**config.mk**
```make
export PLATFORM = sky130hd
export DESIGN_NAME = cute_key_sequencer_flat
export DESIGN_NICKNAME = d
export VERILOG_FILES = /design/src/rtl/cute_key_pkg.sv /design/src/rtl/cute_key_sequencer_if.sv /design/src/rtl/cute_key_table.sv /design/src/rtl/cute_key_sequencer.sv /design/src/flat_wrapper.sv
export SDC_FILE = /design/constraint.sdc
export NUM_CORES = 1
export LEC_CHECK = 0
export BUFFER_PORTS_ARGS = -buffer_cell sky130_fd_sc_hd__buf_2
export CORE_AREA = 2 2 39 41
export DETAILED_ROUTE_END_ITERATION = 8
export DIE_AREA = 0 0 41 43
export GPL_ROUTABILITY_DRIVEN = 1
export PLACE_DENSITY = 0.63
export SETUP_SLACK_MARGIN = 0.02
export SYNTH_ARGS = -nofsm -noshare
export SYNTH_HDL_FRONTEND = slang
export SYNTH_SLANG_ARGS = --single-unit
```
**constraint.sdc**
```tcl
create_clock -name clock -period 3.07 [get_ports clock]
set_clock_uncertainty 0.15 [all_clocks]
set_input_delay 0.1535 -clock clock [delete_from_list [all_inputs] [get_ports clock]]
set_output_delay 0.1535 -clock clock [all_outputs]
set_load 0.02 [all_outputs]
```
**src/rtl/cute_key_pkg.sv**
```systemverilog
// Shared types and helpers for the key sequencer.
// Holds the FSM state enum, the idle-key fill and the step-advance function.
package cute_key_pkg;

    typedef enum logic {
        ST_IDLE = 1'b0,
        ST_RUN  = 1'b1
    } state_t;

    // Widest step index needed for NSTEPS up to 256.
    localparam int STEP_MAX_W = 8;

    // Fill bit for the default idle key (all zeros).
    localparam bit KEY_IDLE_FILL = 1'b0;

    // Modulo-nsteps increment; also used by lock-insertion models.
    function automatic logic [STEP_MAX_W-1:0] next_step(
        input logic [STEP_MAX_W-1:0] step,
        input int                    nsteps
    );
        if (int'(step) >= nsteps - 1) begin
            return '0;
        end
        return step + 8'd1;
    endfunction

endpackage

```
**src/rtl/cute_key_sequencer_if.sv**
```systemverilog
// Configuration bus between the key store and the sequencer.
// master: cfg_we/cfg_addr/cfg_data out, cfg_err in; slave is the mirror.
interface cute_key_sequencer_if #(
    parameter int KEY_BITS = 2,
    parameter int CNT_W    = 1
) ();

    logic                cfg_we;
    logic [CNT_W-1:0]    cfg_addr;
    logic [KEY_BITS-1:0] cfg_data;
    logic                cfg_err;

    modport master (
        output cfg_we,
        output cfg_addr,
        output cfg_data,
        input  cfg_err
    );

    modport slave (
        input  cfg_we,
        input  cfg_addr,
        input  cfg_data,
        output cfg_err
    );

endinterface

```
**src/rtl/cute_key_table.sv**
```systemverilog
// NSTEPS x KEY_BITS key register file.
// Ports: clock, clr (sync clear, wins over write), we/waddr/wdata, raddr/rdata (comb).
module cute_key_table #(
    parameter int KEY_BITS = 2,
    parameter int NSTEPS   = 2,
    parameter int CNT_W    = $clog2(NSTEPS)
) (
    input  logic                clock,
    input  logic                clr,
    input  logic                we,
    input  logic [CNT_W-1:0]    waddr,
    input  logic [KEY_BITS-1:0] wdata,
    input  logic [CNT_W-1:0]    raddr,
    output logic [KEY_BITS-1:0] rdata
);

    logic [KEY_BITS-1:0] mem [NSTEPS];

    always_ff @(posedge clock) begin
        if (clr) begin
            for (int i = 0; i < NSTEPS; i++) begin
                mem[i] <= '0;
            end
        end else if (we) begin
            mem[waddr] <= wdata;
        end
    end

    // raddr is the step counter, which never exceeds NSTEPS-1.
    assign rdata = mem[raddr];

endmodule

```
**src/rtl/cute_key_sequencer.sv**
```systemverilog
// Drives the per-cycle key of a locked core in lock-step with its count state.
// Ports: clock, reset, cfg (slave bus), start/stop/adv/sync, key_out, step_o, running, wrap.
module cute_key_sequencer
    import cute_key_pkg::*;
#(
    parameter int KEY_BITS = 2,
    parameter int NSTEPS   = 2,
    parameter int CNT_W    = $clog2(NSTEPS),
    parameter logic [KEY_BITS-1:0] KEY_IDLE = {KEY_BITS{KEY_IDLE_FILL}}
) (
    input  logic                clock,
    input  logic                reset,
    cute_key_sequencer_if.slave cfg,
    input  logic                start,
    input  logic                stop,
    input  logic                adv,
    input  logic                sync,
    output logic [KEY_BITS-1:0] key_out,
    output logic [CNT_W-1:0]    step_o,
    output logic                running,
    output logic                wrap
);

    localparam logic [CNT_W-1:0] LAST = CNT_W'(NSTEPS - 1);

    state_t              state_q;
    logic [CNT_W-1:0]    step_q;
    logic [CNT_W-1:0]    step_nxt;
    logic                addr_ok;
    logic                tbl_we;
    logic                err_q;
    logic [KEY_BITS-1:0] tbl_key;

    // Only matters when NSTEPS is not a power of two.
    assign addr_ok = ({1'b0, cfg.cfg_addr} < (CNT_W + 1)'(NSTEPS));

    assign tbl_we = cfg.cfg_we && (state_q == ST_IDLE) && addr_ok;

    assign step_nxt = CNT_W'(next_step(STEP_MAX_W'(step_q), NSTEPS));

    cute_key_table #(
        .KEY_BITS (KEY_BITS),
        .NSTEPS   (NSTEPS),
        .CNT_W    (CNT_W)
    ) u_table (
        .clock (clock),
        .clr   (reset),
        .we    (tbl_we),
        .waddr (cfg.cfg_addr),
        .wdata (cfg.cfg_data),
        .raddr (step_q),
        .rdata (tbl_key)
    );

    always_ff @(posedge clock) begin
        if (reset) begin
            state_q <= ST_IDLE;
            step_q  <= '0;
            err_q   <= 1'b0;
            wrap    <= 1'b0;
        end else begin
            err_q <= cfg.cfg_we && ((state_q == ST_RUN) || !addr_ok);
            wrap  <= 1'b0;
            unique case (state_q)
                ST_IDLE: begin
                    if (start && !stop) begin
                        state_q <= ST_RUN;
                        step_q  <= '0;
                    end
                end
                ST_RUN: begin
                    if (stop) begin
                        state_q <= ST_IDLE;
                        step_q  <= '0;
                    end else if (start || sync) begin
                        step_q <= '0;
                    end else if (adv) begin
                        step_q <= step_nxt;
                        wrap   <= (step_q == LAST);
                    end
                end
                default: begin
                    state_q <= ST_IDLE;
                    step_q  <= '0;
                end
            endcase
        end
    end

    assign cfg.cfg_err = err_q;
    assign running     = (state_q == ST_RUN);
    assign step_o      = step_q;
    assign key_out     = running ? tbl_key : KEY_IDLE;

endmodule

```
**src/flat_wrapper.sv**
```systemverilog
// flat-port wrapper written by rule: the top's interface ports become plain ports
module cute_key_sequencer_flat import cute_key_pkg::*;
#(
    parameter int KEY_BITS = 2,
    parameter int NSTEPS   = 2,
    parameter int CNT_W    = $clog2(NSTEPS),
    parameter logic [KEY_BITS-1:0] KEY_IDLE = {KEY_BITS{KEY_IDLE_FILL}}
)
  (clock, reset, start, stop, adv, sync, key_out, step_o, running, wrap, cfg_cfg_we, cfg_cfg_addr, cfg_cfg_data, cfg_cfg_err);
  cute_key_sequencer_if #(.KEY_BITS(KEY_BITS), .CNT_W(CNT_W)) cfg_i ();
  input  logic clock;
  input  logic reset;
  input  logic start;
  input  logic stop;
  input  logic adv;
  input  logic sync;
  output logic [KEY_BITS-1:0] key_out;
  output logic [CNT_W-1:0] step_o;
  output logic running;
  output logic wrap;
  input wire logic [$bits(cfg_i.cfg_we)-1:0] cfg_cfg_we;
  input wire logic [$bits(cfg_i.cfg_addr)-1:0] cfg_cfg_addr;
  input wire logic [$bits(cfg_i.cfg_data)-1:0] cfg_cfg_data;
  output wire logic [$bits(cfg_i.cfg_err)-1:0] cfg_cfg_err;
  assign cfg_i.cfg_we = cfg_cfg_we;
  assign cfg_i.cfg_addr = cfg_cfg_addr;
  assign cfg_i.cfg_data = cfg_cfg_data;
  assign cfg_cfg_err = cfg_i.cfg_err;
  cute_key_sequencer #(.KEY_BITS(KEY_BITS), .NSTEPS(NSTEPS), .CNT_W(CNT_W), .KEY_IDLE(KEY_IDLE)) u_core (.clock(clock), .reset(reset), .cfg(cfg_i), .start(start), .stop(stop), .adv(adv), .sync(sync), .key_out(key_out), .step_o(step_o), .running(running), .wrap(wrap));
endmodule
```
==> qor.yml <==
arrival_ns: 1.07
clk_path_buf_depth: 2
io_pins: 16
min_period_over_period_pct: 44.7
drcViolationCount: 0
syn_area_um2: 403
yosys.area_share.simple_pct: 28.6
cp-end-kind: "primary output"
place_ws_ns: 1.81
critPathKind: "flip-flop to primary output"
grt_usage_pct: 10.1
yosysMostFrequentCell: "dfxtp_1"
vias: 343
timing.critical_path.buf_inv: 1
antenna_found_initial: 0
synth_top_cell_by_area: "edfxtp_1"
syn_avg_cell_area_um2: 10.9
nets: 68
yosysUniqueCellTypes: 17
clkTransAtPathRegs_ns: 0.06
cts_hold_repair.buffers: 2
yosys_warnings: 0
synth_top_area_share_pct: 29.8
synth-xor-area-share_pct: 0
maxSlewHeadroom_pct: 81.0
slowest_delay_ns: 0.48
rsz0062_at_grt: "no"
diodes: 0
worst_slack_ns: 1.70
die-area_um2: 1760
insertion_delay_ns: 0.26
slowest_stage: "dfxtp_1"
place_congestion: 0.757
final_area_um2: 533
p_int_mw: 0.203
total_power_mw: 0.270
synth_seq_cells: 9
fin_tns_setup_ns: 0
grt_pass1_wl_mm: 1.17
max_freq_mhz: 729
hpwl_um: 517
status: "finished, final reports clean"
crit_chain: "nor2b_1, buf_2"
worst_slew_pin_slew_ns: 0.284
crit_fanout: 10
ant_nets: 0
power.density_nw_per_um2: 506
clkPwrFrac_pct: 33.7
setup_viol: 0
grt_pass1_vias: 311
power_frac_comb_pct: 14.0
area_growth_pct: 32.3
cts_made_buffers: 3
syn_nets: 47
die_y_um: 43
drv_cap: 0
routed_wl_um: 658
report.final.slew_viol_count: 0
cp.required_ns: 2.77
synth-async-reset-ratio_pct: 0
synth_common_cells: "dfxtp_1 (5), edfxtp_1 (4), nor2_1 (4)"
grt-ovfl-total: 0
drive_gt1_share_pct: 33.3
rows: 14
wl_per_cell_um: 9.01
synth_fa_ha_area_share_pct: 0
cts_tree: "built"
peakVddDrop_v: 0.000126
p_sw_share_pct: 25.0
worstHoldPathType: "input port to flip-flop"
h-tree-depth: 1
cts-root-buf: "clkbuf_4"
coreArea_um2: 1380
p_leak_nw: 0.238
drtIter0Drc: 6
io_buffers: 15
yosysSeqAreaShare_pct: 54.7
synthCells: 37
vias_per_cell: 4.70
grt_max_degree: 11
initial_utilization_pct: 29.1
synthTopCellsByArea: "edfxtp_1 (30%), dfxtp_1 (25%), nor4_4 (5.3%)"
synth_top_family_by_area: "simple AND/OR/NAND/NOR gates"
seq_power_share_pct: 52.3
p_switching_mw: 0.0674
cts-resized-gates: 0
firstDrtPassIters: 4
postCtsSetupRepairBufs: 0
min_period_ns: 1.37
synth_edf_count: 4
chipWidth_um: 41
cp-start-kind: "flip-flop"
synth_ff_type: "dfxtp_1"
clock-sinks: 9
final-hold-violation-count: 0
fin_util_pct: 38.5
cp_top_family: "flip-flops"
yosys-mux-area-fraction_pct: 4.97
synth_compound_area_share_pct: 8.07
postPlaceCellArea_um2: 487
## per-stage QoR
| stage | cells | hold slack (ns) |
|---|---|---|
| CTS | 73 | 0.0306 |
| detailed placement | 67 | 0.237 |
| global placement | 67 | 0.238 |
| global route | 73 | 0.0450 |
| floorplan | 37 | 0.0803 |
| finish | 73 | 0.0413 |
## path summary, 6_finish.rpt
kind / cells past startpoint / end / startpoint / slack [ns]
setup reg to reg: 3 / u_core.u_table.mem[1][0] / u_core.running / 1.80
setup / recovery: 2 / key_out[1] / u_core.running / 1.70
hold reg to reg: 1 / u_core.wrap / u_core.step_o / 0.37
hold / removal: 2 / u_core.wrap / adv / 0.04
## power groups by stage
stage	Combinational, mW	Sequential [mW]	Clock [mW]
3_5_place_dp	0.0362	0.144	0
2_1_floorplan	0.0191	0.147	0
4_1_cts	0.0381	0.141	0.0944
6_report	0.0377	0.141	0.0911
5_1_grt	0.0426	0.142	0.101
3_3_place_gp	0.0356	0.143	0
## kinds of logic after synthesis
kind of cell | Yosys count
flip-flops | 9
multiplexers | 2
buffers and inverters | 2
AND/OR/NAND/NOR | 19
AO/OA/AOI/OAI | 5
## layout by cell type (no fill, tap or decap), types with 2 or more instances in the layout
| cell | instances |
|---|---|
| edfxtp_1 | 4 |
| and3_1 | 2 |
| nor3_1 | 3 |
| mux2i_1 | 2 |
| nand2b_1 | 2 |
| buf_2 | 15 |
| clkbuf_4 | 3 |
| dlygate4sd3_1 | 2 |
| nand2_1 | 3 |
| dfxtp_1 | 5 |
| nor2_1 | 4 |
| a31oi_1 | 2 |
| nor2b_1 | 3 |
## layer usage
metal | vias to the layer above | track usage (%) | routed length [um]
li1 | 171 | - | -
met1 | 155 | 11.6 | 278
met2 | 15 | 14.7 | 310
met3 | 2 | 3.14 | 48
met4 | 0 | 8.00 | 20
met5 | - | 0 | 0
## area by class of cell
| cell class | count | area (um2) |
|---|---|---|
| fillers | 157 | 851 |
| flip-flops and latches | 9 | 220 |
| multi-input cells | 26 | 168 |
| repair buffers | 17 | 95.1 |
| clock buffers | 4 | 26.3 |
| well taps | 16 | 20.0 |
| inverters | 1 | 3.75 |
No activity file was read; power rests on OpenSTA's default activity.
